`src/rtl/logger_rd_mux_multi_if.sv`:
```
`default_nettype none
// ============================================================================
// Module      : logger_rd_mux_multi_if
// Description : Command-queue, response-channel and logger-array signals of
//               the multi-channel logger read mux, bundled for port use.
// Revision    : 1.0 - initial release
// ============================================================================
interface logger_rd_mux_multi_if #(
    parameter int NUM_LOGS   = 4,
    parameter int LOG_ADDR_W = 13
);
    // Host-facing FWFT command queue
    logic                           rd_cmd_queue_empty;
    logic                           rd_cmd_queue_rd_req;
    logic [63:0]                    rd_cmd_queue_rd_data;

    // Host-facing response channel
    logic                           rd_resp_val;
    logic                           rd_resp_rdy;
    logic [63:0]                    rd_resp_data;
    logic                           rd_resp_last;

    // Logger-array side
    logic [NUM_LOGS*LOG_ADDR_W-1:0] curr_log_wr_addr;
    logic [NUM_LOGS-1:0]            has_wrapped;
    logic [NUM_LOGS-1:0]            log_rd_req_val;
    logic [LOG_ADDR_W-1:0]          log_rd_req_addr;
    logic [NUM_LOGS-1:0]            log_rd_resp_val;
    logic [NUM_LOGS*64-1:0]         log_rd_resp_data;

    modport master (
        input  rd_cmd_queue_empty,
        output rd_cmd_queue_rd_req,
        input  rd_cmd_queue_rd_data,
        output rd_resp_val,
        input  rd_resp_rdy,
        output rd_resp_data,
        output rd_resp_last,
        input  curr_log_wr_addr,
        input  has_wrapped,
        output log_rd_req_val,
        output log_rd_req_addr,
        input  log_rd_resp_val,
        input  log_rd_resp_data
    );

    modport slave (
        output rd_cmd_queue_empty,
        input  rd_cmd_queue_rd_req,
        output rd_cmd_queue_rd_data,
        input  rd_resp_val,
        output rd_resp_rdy,
        input  rd_resp_data,
        input  rd_resp_last,
        output curr_log_wr_addr,
        output has_wrapped,
        input  log_rd_req_val,
        input  log_rd_req_addr,
        output log_rd_resp_val,
        output log_rd_resp_data
    );
endinterface
`default_nettype wire

```
`src/rtl/logger_rd_mux_multi.sv`:
```
`default_nettype none
// ============================================================================
// Module      : logger_rd_mux_multi
// Description : Serves log-read commands from one FWFT queue against NUM_LOGS
//               logger RAMs, with metadata queries and wrapping bursts.
// Revision    : 1.0 - initial release
// ============================================================================
module logger_rd_mux_multi #(
    parameter int NUM_LOGS   = 4,
    parameter int LOG_ADDR_W = 13,
    parameter int LOG_SEL_W  = 4,
    parameter int BURST_W    = 8
) (
    input  logic                  clk,
    input  logic                  rst,
    logger_rd_mux_multi_if.master bus
);

    typedef enum logic [1:0] {
        READY    = 2'd0,
        RD_REQ   = 2'd1,
        RD_WAIT  = 2'd2,
        RESP_OUT = 2'd3
    } state_t;

    localparam int          c_ch_lsb   = LOG_ADDR_W + 1;
    localparam logic [63:0] c_all_ones = '1;

    state_t                 r_state;
    state_t                 w_state_nxt;
    logic [LOG_SEL_W-1:0]   r_ch;
    logic [LOG_SEL_W-1:0]   w_ch_nxt;
    logic [LOG_ADDR_W-1:0]  r_addr;
    logic [LOG_ADDR_W-1:0]  w_addr_nxt;
    logic [BURST_W-1:0]     r_beats_left;
    logic [BURST_W-1:0]     w_beats_left_nxt;
    logic [63:0]            r_resp_data;
    logic [63:0]            w_resp_data_nxt;
    logic                   r_resp_last;
    logic                   w_resp_last_nxt;

    logic                   w_pop;
    logic [NUM_LOGS-1:0]    w_req_val;
    logic                   w_resp_val;

    // Command word decode
    logic [LOG_ADDR_W-1:0]  w_cmd_addr;
    logic                   w_cmd_meta;
    logic [LOG_SEL_W-1:0]   w_cmd_ch;
    logic [BURST_W-1:0]     w_cmd_cnt;
    logic                   w_cmd_ch_valid;
    logic                   w_unused_cmd_bits;

    assign w_cmd_addr        = bus.rd_cmd_queue_rd_data[LOG_ADDR_W-1:0];
    assign w_cmd_meta        = bus.rd_cmd_queue_rd_data[LOG_ADDR_W];
    assign w_cmd_ch          = bus.rd_cmd_queue_rd_data[c_ch_lsb +: LOG_SEL_W];
    assign w_cmd_cnt         = bus.rd_cmd_queue_rd_data[32 +: BURST_W];
    assign w_cmd_ch_valid    = (int'(w_cmd_ch) < NUM_LOGS);
    assign w_unused_cmd_bits = ^{bus.rd_cmd_queue_rd_data[63:32+BURST_W],
                                 bus.rd_cmd_queue_rd_data[31:c_ch_lsb+LOG_SEL_W]};

    // Per-channel selection: metadata by the command's channel, logger
    // response and request strobe by the latched channel.
    logic                   w_meta_wrapped;
    logic [LOG_ADDR_W-1:0]  w_meta_wr_addr;
    logic                   w_sel_resp_val;
    logic [63:0]            w_sel_resp_data;
    logic [NUM_LOGS-1:0]    w_ch_onehot;

    always_comb begin
        w_meta_wrapped  = 1'b0;
        w_meta_wr_addr  = '0;
        w_sel_resp_val  = 1'b0;
        w_sel_resp_data = '0;
        w_ch_onehot     = '0;
        for (int i = 0; i < NUM_LOGS; i++) begin
            if (w_cmd_ch == LOG_SEL_W'(i)) begin
                w_meta_wrapped = bus.has_wrapped[i];
                w_meta_wr_addr = bus.curr_log_wr_addr[i*LOG_ADDR_W +: LOG_ADDR_W];
            end
            if (r_ch == LOG_SEL_W'(i)) begin
                w_sel_resp_val  = bus.log_rd_resp_val[i];
                w_sel_resp_data = bus.log_rd_resp_data[i*64 +: 64];
                w_ch_onehot[i]  = 1'b1;
            end
        end
    end

    always_comb begin
        w_state_nxt      = r_state;
        w_ch_nxt         = r_ch;
        w_addr_nxt       = r_addr;
        w_beats_left_nxt = r_beats_left;
        w_resp_data_nxt  = r_resp_data;
        w_resp_last_nxt  = r_resp_last;
        w_pop            = 1'b0;
        w_req_val        = '0;
        w_resp_val       = 1'b0;

        case (r_state)
            READY: begin
                // Pop is suppressed while rst is held so no command is lost.
                if (!bus.rd_cmd_queue_empty && !rst) begin
                    w_pop            = 1'b1;
                    w_ch_nxt         = w_cmd_ch;
                    w_addr_nxt       = w_cmd_addr;
                    w_beats_left_nxt = (w_cmd_cnt == '0) ? '0 : (w_cmd_cnt - BURST_W'(1));
                    if (!w_cmd_ch_valid) begin
                        w_resp_data_nxt = c_all_ones;
                        w_resp_last_nxt = 1'b1;
                        w_state_nxt     = RESP_OUT;
                    end else if (w_cmd_meta) begin
                        w_resp_data_nxt = (w_cmd_addr == '0) ?
                                          64'({w_meta_wrapped, w_meta_wr_addr}) : c_all_ones;
                        w_resp_last_nxt = 1'b1;
                        w_state_nxt     = RESP_OUT;
                    end else begin
                        w_state_nxt = RD_REQ;
                    end
                end
            end

            RD_REQ: begin
                w_req_val   = w_ch_onehot;
                w_state_nxt = RD_WAIT;
            end

            RD_WAIT: begin
                if (w_sel_resp_val) begin
                    w_resp_data_nxt = w_sel_resp_data;
                    w_resp_last_nxt = (r_beats_left == '0);
                    w_state_nxt     = RESP_OUT;
                end
            end

            RESP_OUT: begin
                w_resp_val = 1'b1;
                if (bus.rd_resp_rdy) begin
                    if (r_resp_last) begin
                        w_state_nxt = READY;
                    end else begin
                        w_addr_nxt       = r_addr + LOG_ADDR_W'(1);
                        w_beats_left_nxt = r_beats_left - BURST_W'(1);
                        w_state_nxt      = RD_REQ;
                    end
                end
            end

            default: begin
                w_state_nxt = READY;
            end
        endcase
    end

    always_ff @(posedge clk) begin
        if (rst) begin
            r_state      <= READY;
            r_ch         <= '0;
            r_addr       <= '0;
            r_beats_left <= '0;
            r_resp_data  <= '0;
            r_resp_last  <= 1'b0;
        end else begin
            r_state      <= w_state_nxt;
            r_ch         <= w_ch_nxt;
            r_addr       <= w_addr_nxt;
            r_beats_left <= w_beats_left_nxt;
            r_resp_data  <= w_resp_data_nxt;
            r_resp_last  <= w_resp_last_nxt;
        end
    end

    assign bus.rd_cmd_queue_rd_req = w_pop;
    assign bus.log_rd_req_val      = w_req_val;
    assign bus.log_rd_req_addr     = r_addr;
    assign bus.rd_resp_val         = w_resp_val;
    assign bus.rd_resp_data        = r_resp_data;
    assign bus.rd_resp_last        = r_resp_last;

endmodule
`default_nettype wire

```
`src/flat_wrapper.sv`:
```
// flat-port wrapper written by rule: the top's interface ports become plain ports
module logger_rd_mux_multi_flat 
#(
    parameter int NUM_LOGS   = 4,
    parameter int LOG_ADDR_W = 13,
    parameter int LOG_SEL_W  = 4,
    parameter int BURST_W    = 8
)
  (clk, rst, bus_rd_cmd_queue_empty, bus_rd_cmd_queue_rd_req, bus_rd_cmd_queue_rd_data, bus_rd_resp_val, bus_rd_resp_rdy, bus_rd_resp_data, bus_rd_resp_last, bus_curr_log_wr_addr, bus_has_wrapped, bus_log_rd_req_val, bus_log_rd_req_addr, bus_log_rd_resp_val, bus_log_rd_resp_data);
  logger_rd_mux_multi_if #(.NUM_LOGS(NUM_LOGS), .LOG_ADDR_W(LOG_ADDR_W)) bus_i ();
  input  logic clk;
  input  logic rst;
  input wire logic [$bits(bus_i.rd_cmd_queue_empty)-1:0] bus_rd_cmd_queue_empty;
  output wire logic [$bits(bus_i.rd_cmd_queue_rd_req)-1:0] bus_rd_cmd_queue_rd_req;
  input wire logic [$bits(bus_i.rd_cmd_queue_rd_data)-1:0] bus_rd_cmd_queue_rd_data;
  output wire logic [$bits(bus_i.rd_resp_val)-1:0] bus_rd_resp_val;
  input wire logic [$bits(bus_i.rd_resp_rdy)-1:0] bus_rd_resp_rdy;
  output wire logic [$bits(bus_i.rd_resp_data)-1:0] bus_rd_resp_data;
  output wire logic [$bits(bus_i.rd_resp_last)-1:0] bus_rd_resp_last;
  input wire logic [$bits(bus_i.curr_log_wr_addr)-1:0] bus_curr_log_wr_addr;
  input wire logic [$bits(bus_i.has_wrapped)-1:0] bus_has_wrapped;
  output wire logic [$bits(bus_i.log_rd_req_val)-1:0] bus_log_rd_req_val;
  output wire logic [$bits(bus_i.log_rd_req_addr)-1:0] bus_log_rd_req_addr;
  input wire logic [$bits(bus_i.log_rd_resp_val)-1:0] bus_log_rd_resp_val;
  input wire logic [$bits(bus_i.log_rd_resp_data)-1:0] bus_log_rd_resp_data;
  assign bus_i.rd_cmd_queue_empty = bus_rd_cmd_queue_empty;
  assign bus_rd_cmd_queue_rd_req = bus_i.rd_cmd_queue_rd_req;
  assign bus_i.rd_cmd_queue_rd_data = bus_rd_cmd_queue_rd_data;
  assign bus_rd_resp_val = bus_i.rd_resp_val;
  assign bus_i.rd_resp_rdy = bus_rd_resp_rdy;
  assign bus_rd_resp_data = bus_i.rd_resp_data;
  assign bus_rd_resp_last = bus_i.rd_resp_last;
  assign bus_i.curr_log_wr_addr = bus_curr_log_wr_addr;
  assign bus_i.has_wrapped = bus_has_wrapped;
  assign bus_log_rd_req_val = bus_i.log_rd_req_val;
  assign bus_log_rd_req_addr = bus_i.log_rd_req_addr;
  assign bus_i.log_rd_resp_val = bus_log_rd_resp_val;
  assign bus_i.log_rd_resp_data = bus_log_rd_resp_data;
  logger_rd_mux_multi #(.NUM_LOGS(NUM_LOGS), .LOG_ADDR_W(LOG_ADDR_W), .LOG_SEL_W(LOG_SEL_W), .BURST_W(BURST_W)) u_core (.clk(clk), .rst(rst), .bus(bus_i));
endmodule
```
`config.mk`:
```
export PLATFORM = sky130hd
export DESIGN_NAME = logger_rd_mux_multi_flat
export DESIGN_NICKNAME = d
export VERILOG_FILES = /design/src/rtl/logger_rd_mux_multi_if.sv /design/src/rtl/logger_rd_mux_multi.sv /design/src/flat_wrapper.sv
export SDC_FILE = /design/constraint.sdc
export NUM_CORES = 1
export LEC_CHECK = 0
export BUFFER_PORTS_ARGS = -buffer_cell sky130_fd_sc_hd__buf_2
export CAP_MARGIN = 20
export CORE_AREA = 5 5 177 179
export DETAILED_ROUTE_END_ITERATION = 10
export DIE_AREA = 0 0 182 184
export PLACE_DENSITY = 0.58
export SYNTH_ARGS = -nofsm -noshare
export SYNTH_HDL_FRONTEND = slang
export SYNTH_SLANG_ARGS = --single-unit
```
`constraint.sdc`:
```
create_clock -name clk -period 2.65 [get_ports clk]
set_clock_uncertainty 0.15 [all_clocks]
set_input_delay 0.53 -clock clk [delete_from_list [all_inputs] [get_ports clk]]
set_output_delay 0.53 -clock clk [all_outputs]
set_load 0.02 [all_outputs]
```
* Word level (Yosys, flattened, before mapping)
Index checks and enable logic that the tools add are counted.
Cells by class: add/subtract/negate cells 3, order comparisons 1, equality and inequality tests 14, muxes and demuxes 51, reduce and logical (&&, ||, !) cells 15
Operator list (count):
- 2-to-1 mux 64 bit | 9
- case mux 64 bit (2 select lines) | 1
- 2-to-1 mux 13 bit | 7
- 2-to-1 mux 8 bit | 4
- case mux 13 bit (2 select lines) | 1
- 2-to-1 mux 1 bit | 20
- equality test 4 x 2 -> 1 bit, second input constant | 4
- logical NOT 8 bit | 2
- case mux 8 bit (2 select lines) | 1
- subtractor 8 x 1 -> 8 bit, second input constant | 2
- adder 13 x 1 -> 13 bit, second input constant | 1
- logical NOT 13 bit | 1
- 2-to-1 mux 2 bit | 5
- equality test 4 x 1 -> 1 bit, second input constant | 2
- logical NOT 4 bit | 2
- case mux 2 bit (4 select lines) | 1
- AND reduction 4 bit | 2
- equality test 2 bit, second input constant | 2
- < comparator 4 x 3 -> 1 bit, second input constant | 1
- 2-to-1 mux 4 bit | 1
- != test 2 x 1 -> 1 bit, second input constant | 2
- != test 2 bit, second input constant | 2
- nonzero test 2 bit | 2
- != test 3 bit, second input constant | 1
- other kinds (7) | 8
Storage, ports and cells: register bits 92, output and inout port bits 84

* Depth between registers and ports, before layout
Gate-level depths: netlist (run 1).
depth after elaboration 10, gate-level depth with buffers 10, mapped depth without buffers 7

* Least setup slack after synthesis (run 1)
OpenSTA, ideal clock, no wires.
path type register to register, from register u_core.r_state[0], to register u_core.r_resp_data[21], in the netlist u_core.bus.rd_resp_data[21], arrival time 1984 ps, required time 2368 ps, path slack 384 ps, cell stages (with the launch flop) 10, cells stage by stage dfxtp_1 -> inv_1 -> ha_1 -> nor3b_4 -> nand2_1 -> o21a_1 -> buf_2 -> buf_2 -> nor4_1 -> nor3_1
Between the ends: cells in the longest elaborated chain, start to end 3, elaborated cells on any way between the ends 8, those cells by class eq/ne (4); mux (1); reduce/logical (3)
Ends and longest elaborated chain:
- start, declared | line logger_rd_mux_multi.sv:29 | state_t r_state;
- start signal, assigned | line logger_rd_mux_multi.sv:164 | r_state <= w_state_nxt;
- equality test 2 bit or logical NOT 2 bit (tied branches) | line logger_rd_mux_multi.sv:100 | case (r_state)
- != test 2 x 1 -> 1 bit (no source line) (tied with other cells)
- AND reduction 4 bit (no source line)
- end signal, assigned | line logger_rd_mux_multi.sv:168 | r_resp_data <= w_resp_data_nxt;
- end, declared | line logger_rd_mux_multi.sv:37 | logic [63:0] r_resp_data;
Several ways; a longest one is shown, not always the timed one. A chain may end at the register's enable or synchronous reset.

* Worst setup path after layout (run 1)
from register u_core.r_state[0], to output bus_rd_cmd_queue_rd_req
Between the ends: cells in the longest elaborated chain, start to end 2
Ends and longest elaborated chain:
- logical NOT 2 bit | line logger_rd_mux_multi.sv:100
- 2-to-1 mux 1 bit | line logger_rd_mux_multi.sv:100
- end, declared | line flat_wrapper.sv:14 | output wire logic [$bits(bus_i.rd_cmd_queue_rd_req)-1:0] bus_rd_cmd_queue_rd_req;
No other way between the ends.

==> reports/qor.csv, run 1 <==
metric;value;unit
CP startpoint;u_core.r_state[0];
kind of critical path;flop to primary output;
top-area cell type share of the netlist area;0.266;
CP Capture Type;primary output;
CTS tree;built;
pre-CTS WS;110;ps
LEAKAGE;4.38;nW
Core Rows;63;
status;completed;
Sw Pwr;3.93;mW
H-tree levels;3;
Syn Std Cell Area;0.00692;mm2
commonest cells after routing, fill and taps aside;buf_2, mux2i_1, dfxtp_1;
Netlist cell types;63;
Vias/cell;4.98;
Critical path buffers and inverters;3;
Slew Limit Headroom;0.567;
Inserted Diodes;0;
Die Wd;182;um
Pwr Density;834;mW/mm2
Max Slew Vio Count;0;
Gate Count Post-Synth;839;
CP top delay family;buffers and inverters;
Fmax achieved;397;MHz
Die ar.;0.0335;mm2
final setup margin;128;ps
die height;184;um
Comb power frac;0.562;
CP max FO;9;
final wirelength;31.6;mm
Sw Share;0.474;
fraction of layout cells with a size suffix above 1;0.420;
leading area contributor after synthesis;dfxtp_1;
Starting Density;0.235;
Worst Hold Path Cells;2;
CP startpoint kind;flop;
Largest stage delay, worst path;390;ps
Setup TNS;0;ps
VDD IR max;0.000293;V
synth-to-layout area growth;43.9;%
Arrival @ worst endpoint;1840;ps
RSZ-0062 raised after global routing;no;
vias in the first global route;8104;
DRC viols;0;
Vias;8141;
worst path required time;1970;ps
final net count;1633;
drt first pass iters;4;
post-CTS setup buffer count;0;
Boundary Pins;468;
r2r startpoint;u_core.r_state[0];
gr usage total;0.174;
Core Util, Final;0.338;
clock root cell;clkbuf_16;
R2R Setup Slk;240;ps
gpl congestion;0.905;
crit-path cells;inv_1, ha_1, nor3b_4, buf_4, buf_2;
largest cells by area after synthesis;dfxtp_1, mux2i_1, o22ai_1;
initial DRC count;404;
drt wl/cell;19.3;um
HPWL Detailed;25.0;mm
Placeable Area;0.0294;mm2
power share of the clock group;0.162;
first-pass GRT wire length;46.3;mm
CTS Buffer Depth;2;
reg2reg path depth;9;
Worst Hold End;u_core.bus.rd_resp_data[4];
final worst-path cycle share;0.952;
Ys Warns;0;
Fillers;3152;
largest net degree at the start of global routing;53;
Internal;4.36;mW
final setup vio count;0;
number of synthesized register bits;92;
syn nets;1233;
Seq/Total Area, Yosys;0.266;
CTS Buf Count;9;
Hold Crit Class;input port to flop;
CP max stage cell;ha_1;
Congestion Overflow GR;0;
initial antenna violation count;1;
actual slew at the worst max-slew pin;650;ps
top_reg_cell synth;dfxtp_1;
ANT nets after route;0;
critical hold path startpoint;rst;
leading cell type in the layout, fill and taps excluded;buf_2;
post-layout min period;2520;ps
Hold Buf Count CTS;0;
clk sinks;92;
RR Endpoint;u_core.bus.rd_resp_data[16];
share of flip-flops with an asynchronous set or reset;0;
Flop pwr share;0.275;
Clock transition at path regs;70;ps
EDFF count, synth;0;
Port-buffer cells;429;
max-cap viol count;0;
CTS resizes;0;
Final Hold Fails;0;
Mean Syn Cell Area;8.24;um2
latest clock arrival within the worst-skew pair;350;ps
==> flip-flops by register name, summed over array words and instances (netlist names) <==
register,count
u_core.r_beats_left,8
u_core.r_ch,4
u_core.bus.log_rd_req_addr,13
u_core.bus.rd_resp_data,64
u_core.bus.rd_resp_last,1
u_core.r_state,2
==> power by group through the flow <==
| stage | Clock (mW) | Combinational, mW | Sequential, mW |
|---|---|---|---|
| after detailed placement | 0 | 4.72 | 2.30 |
| after CTS | 1.42 | 4.73 | 2.28 |
| after global routing | 1.47 | 5.08 | 2.36 |
| after floorplan | 0 | 2.45 | 2.79 |
| final | 1.35 | 4.67 | 2.28 |
| after global placement | 0 | 4.68 | 2.29 |
==> cells by family (layout without fill, tap and decap cells) <==
family          count (synthesis)  count (layout)  share of synthesized area
fa+ha+maj                      10              10                     0.0181
xor+xnor                        4               4                    0.00507
compound gates                255             255                      0.251
simple gates                  226             226                      0.175
mux                           148             148                      0.214
buf+inv                       104             509                     0.0693
flops                          92              92                      0.266
==> worst max-delay path by stage <==
stage | endpoint | slack [ps] | cells past startpoint
finish | bus_rd_cmd_queue_rd_req | 130 | 5
global route | bus_rd_cmd_queue_rd_req | 20 | 5
CTS | bus_rd_cmd_queue_rd_req | 110 | 5
detailed placement | u_core.bus.rd_resp_data[42] | 110 | 9
global placement | u_core.bus.rd_resp_data[42] | 110 | 9
floorplan | u_core.bus.rd_resp_data[21] | 380 | 9
==> per-stage QoR <==
stage / instances / area, um2 / hold slack [ps] / total power, mW
floorplan: 839 / 6920 / 308 / 5.24
global placement: 1618 / 9660 / 311 / 6.97
detailed placement: 1618 / 9660 / 327 / 7.02
CTS: 1634 / 9950 / 244 / 8.43
global route: 1634 / 9950 / 248 / 8.91
finish: 1634 / 9950 / 266 / 8.30
==> synth_stat cells, types with 3 or more instances <==
library cell and instances:
nand2_1 31, nand3_1 7, dfxtp_1 92, or4_1 3, o31ai_1 6, o221ai_1 4, mux2i_1 147, buf_4 8
a21oi_1 70, and4_1 3, buf_2 34, a21boi_0 3, nor2_1 35, nor3_1 60, and3_1 5, o41ai_2 10
a221oi_1 11, nand4_1 4, a31oi_1 3, o2bb2ai_1 3, o22ai_1 67, o211ai_1 12, inv_1 14, nor2b_1 3
xor2_1 3, ha_1 10, clkbuf_1 41, or3_1 6, nor4_1 57, o21ai_0 37
==> cell type report <==
class	instances	area, um2	share of cell area
Multi-Input combinational cell	643	4630	0.465
Timing Repair Buffer	477	2640	0.265
Sequential cell	92	1850	0.185
Tap cell	390	488	0.0490
Clock buffer	10	239	0.0240
Inverter	16	60.1	0.00603
Clock inverter	6	56.3	0.00566
==> per-layer routing <==
metal,track usage,share of wire,wire length (um)
met3,0.0287,0.062,1960
met1,0.224,0.43,13600
met4,0.0354,0.013,403
met5,0,0,0
met2,0.308,0.49,15600
Power figures use the tool's default switching activity.
==> run 2, diff against run 1 <==
--- a/config.mk
+++ b/config.mk
@@ -5,12 +5,13 @@
 export SDC_FILE = /design/constraint.sdc
 export NUM_CORES = 1
 export LEC_CHECK = 0
+export ABC_AREA = 1
 export BUFFER_PORTS_ARGS = -buffer_cell sky130_fd_sc_hd__buf_2
 export CAP_MARGIN = 20
-export CORE_AREA = 5 5 177 179
+export CORE_AREA = 5 5 181 183
 export DETAILED_ROUTE_END_ITERATION = 10
-export DIE_AREA = 0 0 182 184
-export PLACE_DENSITY = 0.58
+export DIE_AREA = 0 0 186 188
+export PLACE_DENSITY_LB_ADDON = 0.05
 export SYNTH_ARGS = -nofsm -noshare
 export SYNTH_HDL_FRONTEND = slang
 export SYNTH_SLANG_ARGS = --single-unit
==> run 2 against run 1 <==
  * Sequential share of layout area is 0.72 points lower
  * Die area is 4.4% higher
  * Highest routed layer is now met5
  * Routed wire length is 19% higher
  * Sequential power is 3% lower
  * Critical endpoint is now bus_log_rd_req_val[0]
  * Combinational power is 10% higher
==> reports/qor.csv, run 2 <==
metric;value;unit
RR Endpoint;u_core.bus.rd_resp_data[9];
crit-path cells;nor2_4, buf_12, nand2_1, nor2_1, buf_2;
Final Hold Fails;0;
placed cell count;2067;
max reg flops;64;
critical hold path startpoint;bus_rd_cmd_queue_rd_data[16];
Setup TNS;0;ps
Syn Std Cell Area;0.00741;mm2
Placeable Area;0.0311;mm2
CP max stage cell;dfxtp_1;
CP startpoint kind;flop;
latest clock arrival within the worst-skew pair;350;ps
Mean Syn Cell Area;5.66;um2
final net count;2070;
synth-to-layout area growth;39.4;%
Vias;9929;
largest cells by area after synthesis;dfxtp_1, nand3_1, nand2_1;
Hold Crit Class;input port to flop;
vias in the first global route;9853;
share of flip-flops with an asynchronous set or reset;0;
largest net degree at the start of global routing;92;
final worst-path cycle share;0.917;
Fmax achieved;412;MHz
DRC viols;0;
drt first pass iters;4;
actual slew at the worst max-slew pin;1000;ps
Gate Count Post-Synth;1310;
kind of critical path;flop to primary output;
R2R Setup Slk;310;ps
RSZ-0062 raised after global routing;no;
Starting Density;0.239;
gpl congestion;0.817;
syn nets;1704;
clk sinks;92;
Arrival @ worst endpoint;1750;ps
number of synthesized register bits;92;
final wirelength;37.7;mm
Placed Area;0.00999;mm2
EDFF count, synth;0;
Die Wd;186;um
first-pass GRT wire length;56.7;mm
worst hold slack;298;ps
most common cell in the netlist;nand3_1;
H-tree levels;3;
r2r startpoint;u_core.r_ch[1];
fraction of layout cells with a size suffix above 1;0.293;
Port-buffer cells;429;
Largest stage delay, worst path;340;ps
Slew Limit Headroom;0.329;
leading area contributor after synthesis;dfxtp_1;
post-layout min period;2430;ps
final cell count without fillers;2088;
reg2reg path depth;11;
Worst Hold End;u_core.r_ch[2];
Worst Hold Path Cells;3;
CP Capture Type;primary output;
Commonest cells post-synth;nand3_1, nand2_1, nor2_1;
Congestion Overflow GR;0;
Core Rows;65;
Ys Warns;0;
Vias/cell;4.76;
HPWL Detailed;28.5;mm
initial antenna violation count;11;
ANT nets after route;0;
CTS tree;built;
gr usage total;0.207;
CTS Buf Count;9;
die height;188;um
final setup vio count;0;
commonest cells after routing, fill and taps aside;buf_2, nand3_1, nand2_1;
clock root cell;clkbuf_16;
Die ar.;0.0350;mm2
Fillers;3675;
top_reg_cell synth;dfxtp_1;
Max Slew Vio Count;0;
Boundary Pins;468;
final non-filler cell area;0.0103;mm2
CTS Buffer Depth;2;
top-area cell type share of the netlist area;0.248;
VDD IR max;0.000341;V
Clock transition at path regs;70;ps
initial DRC count;375;
status;completed;
post-CTS setup buffer count;0;
worst path required time;1970;ps
Pwr Density;857;mW/mm2
Hold Buf Count CTS;0;
Netlist cell types;34;
CP max FO;91;
CTS resizes;0;
drt wl/cell;18.0;um
Seq/Total Area, Yosys;0.248;
LEAKAGE;4.99;nW
leading cell type in the layout, fill and taps excluded;buf_2;
max-cap viol count;0;
-- run 2: cell count changes after synthesis, sizes merged, moves of 15 or more --
| cell | before | now |
|---|---|---|
| nor4 | 57 | 0 |
| o22ai | 67 | 2 |
| nor2 | 35 | 232 |
| nand3 | 7 | 343 |
| a21oi | 70 | 27 |
| nand2 | 31 | 254 |
| nand4 | 4 | 54 |
| nor3 | 60 | 5 |
| buf | 46 | 61 |
| mux2i | 147 | 0 |
| o21ai | 37 | 89 |
| inv | 15 | 70 |
-- run 2: where the power goes --
part | internal, mW | switching [mW] | leakage (nW) | total [mW]
Sequential | 1.90 | 0.322 | 0.758 | 2.22
Clock | 0.859 | 0.625 | 0.156 | 1.48
Combinational | 1.68 | 3.46 | 4.07 | 5.15
-- run 2: worst max path at each step --
stage,cells past startpoint,slack [ps],start,endpoint
final,5,220,u_core.r_ch[2],bus_log_rd_req_val[0]
after global routing,5,10,u_core.r_ch[2],bus_log_rd_req_val[0]
after CTS,5,160,u_core.r_ch[2],bus_log_rd_req_val[0]
after detailed placement,11,250,u_core.r_ch[1],u_core.bus.rd_resp_data[9]
after global placement,11,270,u_core.r_ch[1],u_core.bus.rd_resp_data[9]
after floorplan,11,520,u_core.r_state[0],u_core.bus.rd_resp_data[38]
-- run 2: per-stage QoR --
step / util / total power [mW] / setup slack (ps)
final: 0.333 / 8.85 / 221
after global routing: 0.333 / 9.64 / 12.6
after CTS: 0.332 / 9.03 / 156
after detailed placement: 0.322 / 7.49 / 255
after global placement: 0.322 / 7.50 / 275
after floorplan: - / 5.54 / 520
-- run 2: final cells by class --
class | instances | area [um2] | area share
Multi-Input combinational cell | 1040 | 4880 | 0.472
Timing Repair Buffer | 461 | 2500 | 0.242
Sequential cell | 92 | 1840 | 0.178
Tap cell | 402 | 503 | 0.0487
Inverter | 72 | 270 | 0.0262
Clock buffer | 11 | 243 | 0.0235
Clock inverter | 5 | 85.1 | 0.00823
Antenna cell | 5 | 12.5 | 0.00121
-- run 2: cell families (layout without fill, tap and decap cells) --
group	count (synthesis)	after routing	share of synthesized area
buffers and inverters	178	549	0.0991
adders and majority gates	10	10	0.0169
other	0	5	0
AOI/OAI and AO/OA	132	132	0.0940
and+or+nand+nor	892	892	0.534
DFF	92	92	0.248
xor gates and xnor gates	6	6	0.00709
-- run 2: metal layers --
layer  track usage  part of all wire
met1         0.255              0.42
met2         0.361              0.49
met3        0.0479             0.071
met4        0.0535             0.020
met5             0            0.0016
-- run 2: critical path: cells and delay by family (launching register included) --
family        cells  cell delay, ps
flops             1             340
buf+inv           2             520
simple gates      3             510
==> run 3, diff against run 2 <==
--- a/config.mk
+++ b/config.mk
@@ -11,7 +11,7 @@
 export CORE_AREA = 5 5 181 183
 export DETAILED_ROUTE_END_ITERATION = 10
 export DIE_AREA = 0 0 186 188
-export PLACE_DENSITY_LB_ADDON = 0.05
+export PLACE_DENSITY_LB_ADDON = 0.3
 export SYNTH_ARGS = -nofsm -noshare
 export SYNTH_HDL_FRONTEND = slang
 export SYNTH_SLANG_ARGS = --single-unit
==> run 3 against run 2 <==
  * Critical path depth grew 1
  * Critical endpoint is now bus_log_rd_req_val[1]
  * Global-route usage is 1.2 points lower
  * Largest power group unchanged
  * Combinational power down 0.8%
  * First-iteration DRC count increased by 66%
==> reports/qor.csv, run 3 (synthesis gave the netlist of run 2 again) <==
metric;value;unit
status;completed;
leading cell type in the layout, fill and taps excluded;buf_2;
RR Endpoint;u_core.r_beats_left[4];
CP Capture Type;primary output;
Die ar.;0.0350;mm2
max-cap viol count;0;
r2r startpoint;u_core.r_state[1];
CP max FO;19;
Placed Area;0.0100;mm2
DRC viols;0;
Pwr Density;851;mW/mm2
Die Wd;186;um
final net count;2077;
post-layout min period;2470;ps
Setup TNS;0;ps
final setup margin;178;ps
final worst-path cycle share;0.933;
vias in the first global route;9900;
kind of critical path;flop to primary output;
latest clock arrival within the worst-skew pair;350;ps
CP startpoint;u_core.r_ch[2];
clock root cell;clkbuf_16;
gr usage total;0.195;
CTS tree;built;
drt wl/cell;17.1;um
Placeable Area;0.0311;mm2
Core Rows;65;
Vias/cell;4.87;
CTS Buf Count;9;
final setup vio count;0;
worst path required time;1970;ps
Hold Buf Count CTS;0;
post-CTS setup buffer count;0;
drt first pass iters;5;
actual slew at the worst max-slew pin;641;ps
clk sinks;92;
pre-CTS WS;179;ps
Max Slew Vio Count;0;
first-pass GRT wire length;54.1;mm
CTS Buffer Depth;2;
reg2reg path depth;9;
Arrival @ worst endpoint;1790;ps
Port-buffer cells;429;
synth-to-layout area growth;40.0;%
R2R Setup Slk;340;ps
die height;188;um
gpl congestion;0.853;
Final Hold Fails;0;
commonest cells after routing, fill and taps aside;buf_2, nand3_1, nand2_1;
initial antenna violation count;5;
fraction of layout cells with a size suffix above 1;0.297;
final wirelength;35.8;mm
initial DRC count;623;
Fillers;3557;
CP startpoint kind;flop;
Slew Limit Headroom;0.573;
Starting Density;0.239;
Fmax achieved;405;MHz
Clock transition at path regs;80;ps
ANT nets after route;0;
RSZ-0062 raised after global routing;no;
Vias;10197;
max reg flops;64;
worst hold slack;285;ps
largest net degree at the start of global routing;94;
VDD IR max;0.000308;V
LEAKAGE;5.02;nW
Hold Crit Class;input port to flop;
HPWL Detailed;27.5;mm
final non-filler cell area;0.0104;mm2
Congestion Overflow GR;0;
critical path capture point;bus_log_rd_req_val[1];
Boundary Pins;468;
H-tree levels;3;
[run 3: worst min-delay path by stage]
stage / startpoint / slack (ps) / end / depth (start not counted)
after detailed placement: u_core.bus.rd_resp_data[56] / 330 / u_core.bus.rd_resp_data[56] / 2
after global placement: u_core.bus.rd_resp_data[60] / 320 / u_core.bus.rd_resp_data[60] / 2
after global routing: rst / 280 / u_core.r_state[1] / 2
after CTS: rst / 260 / u_core.r_state[0] / 2
after floorplan: u_core.r_ch[3] / 310 / u_core.r_ch[3] / 2
final: rst / 280 / u_core.r_state[0] / 2
[run 3: report_power, final]
| part | switching (mW) | total [mW] | internal (mW) |
|---|---|---|---|
| logic | 3.42 | 5.11 | 1.69 |
| clock network | 0.686 | 1.45 | 0.761 |
| registers | 0.368 | 2.27 | 1.90 |
[run 3: metrics by stage]
stage	power, mW	util	instances
floorplan	5.54	-	1310
global placement	7.43	0.323	2074
detailed placement	7.48	0.323	2074
CTS	8.98	0.334	2090
global route	9.58	0.334	2092
finish	8.83	0.334	2092
[run 3: layout make-up]
cell class	instances	area [um2]	share of cell area
inverter	72	274	0.0264
clock buffer	9	225	0.0217
tap	402	503	0.0485
multi-input combinational	1040	4880	0.470
timing repair buffer	468	2550	0.246
clock inverter	7	93.8	0.00904
antenna	2	5.00	0.000482
sequential	92	1840	0.178
[run 3: critical path, cell delays in order (launching register included)]
cell and delay [ps]:
dfxtp_1 340, nor2_4 260, buf_4 300, and2_1 230, inv_1 60, nor2_1 70
buf_2 180
[run 3: per-layer routing]
metal  vias up  wire length, um  track usage  share of wire
li1       5135                -            -              -
met1      4640            15300        0.247           0.43
met2       363            17100        0.330           0.48
met3        53             2500       0.0442          0.070
met4         6              879       0.0589          0.025
met5         -               46            0         0.0013
[run 3: repair_timing]
item / 4_1_cts / 5_1_grt
endpoints found under the setup margin: 0 / 3
hold endpoints to repair: 0 / 0
gates resized for setup: 0 / 2
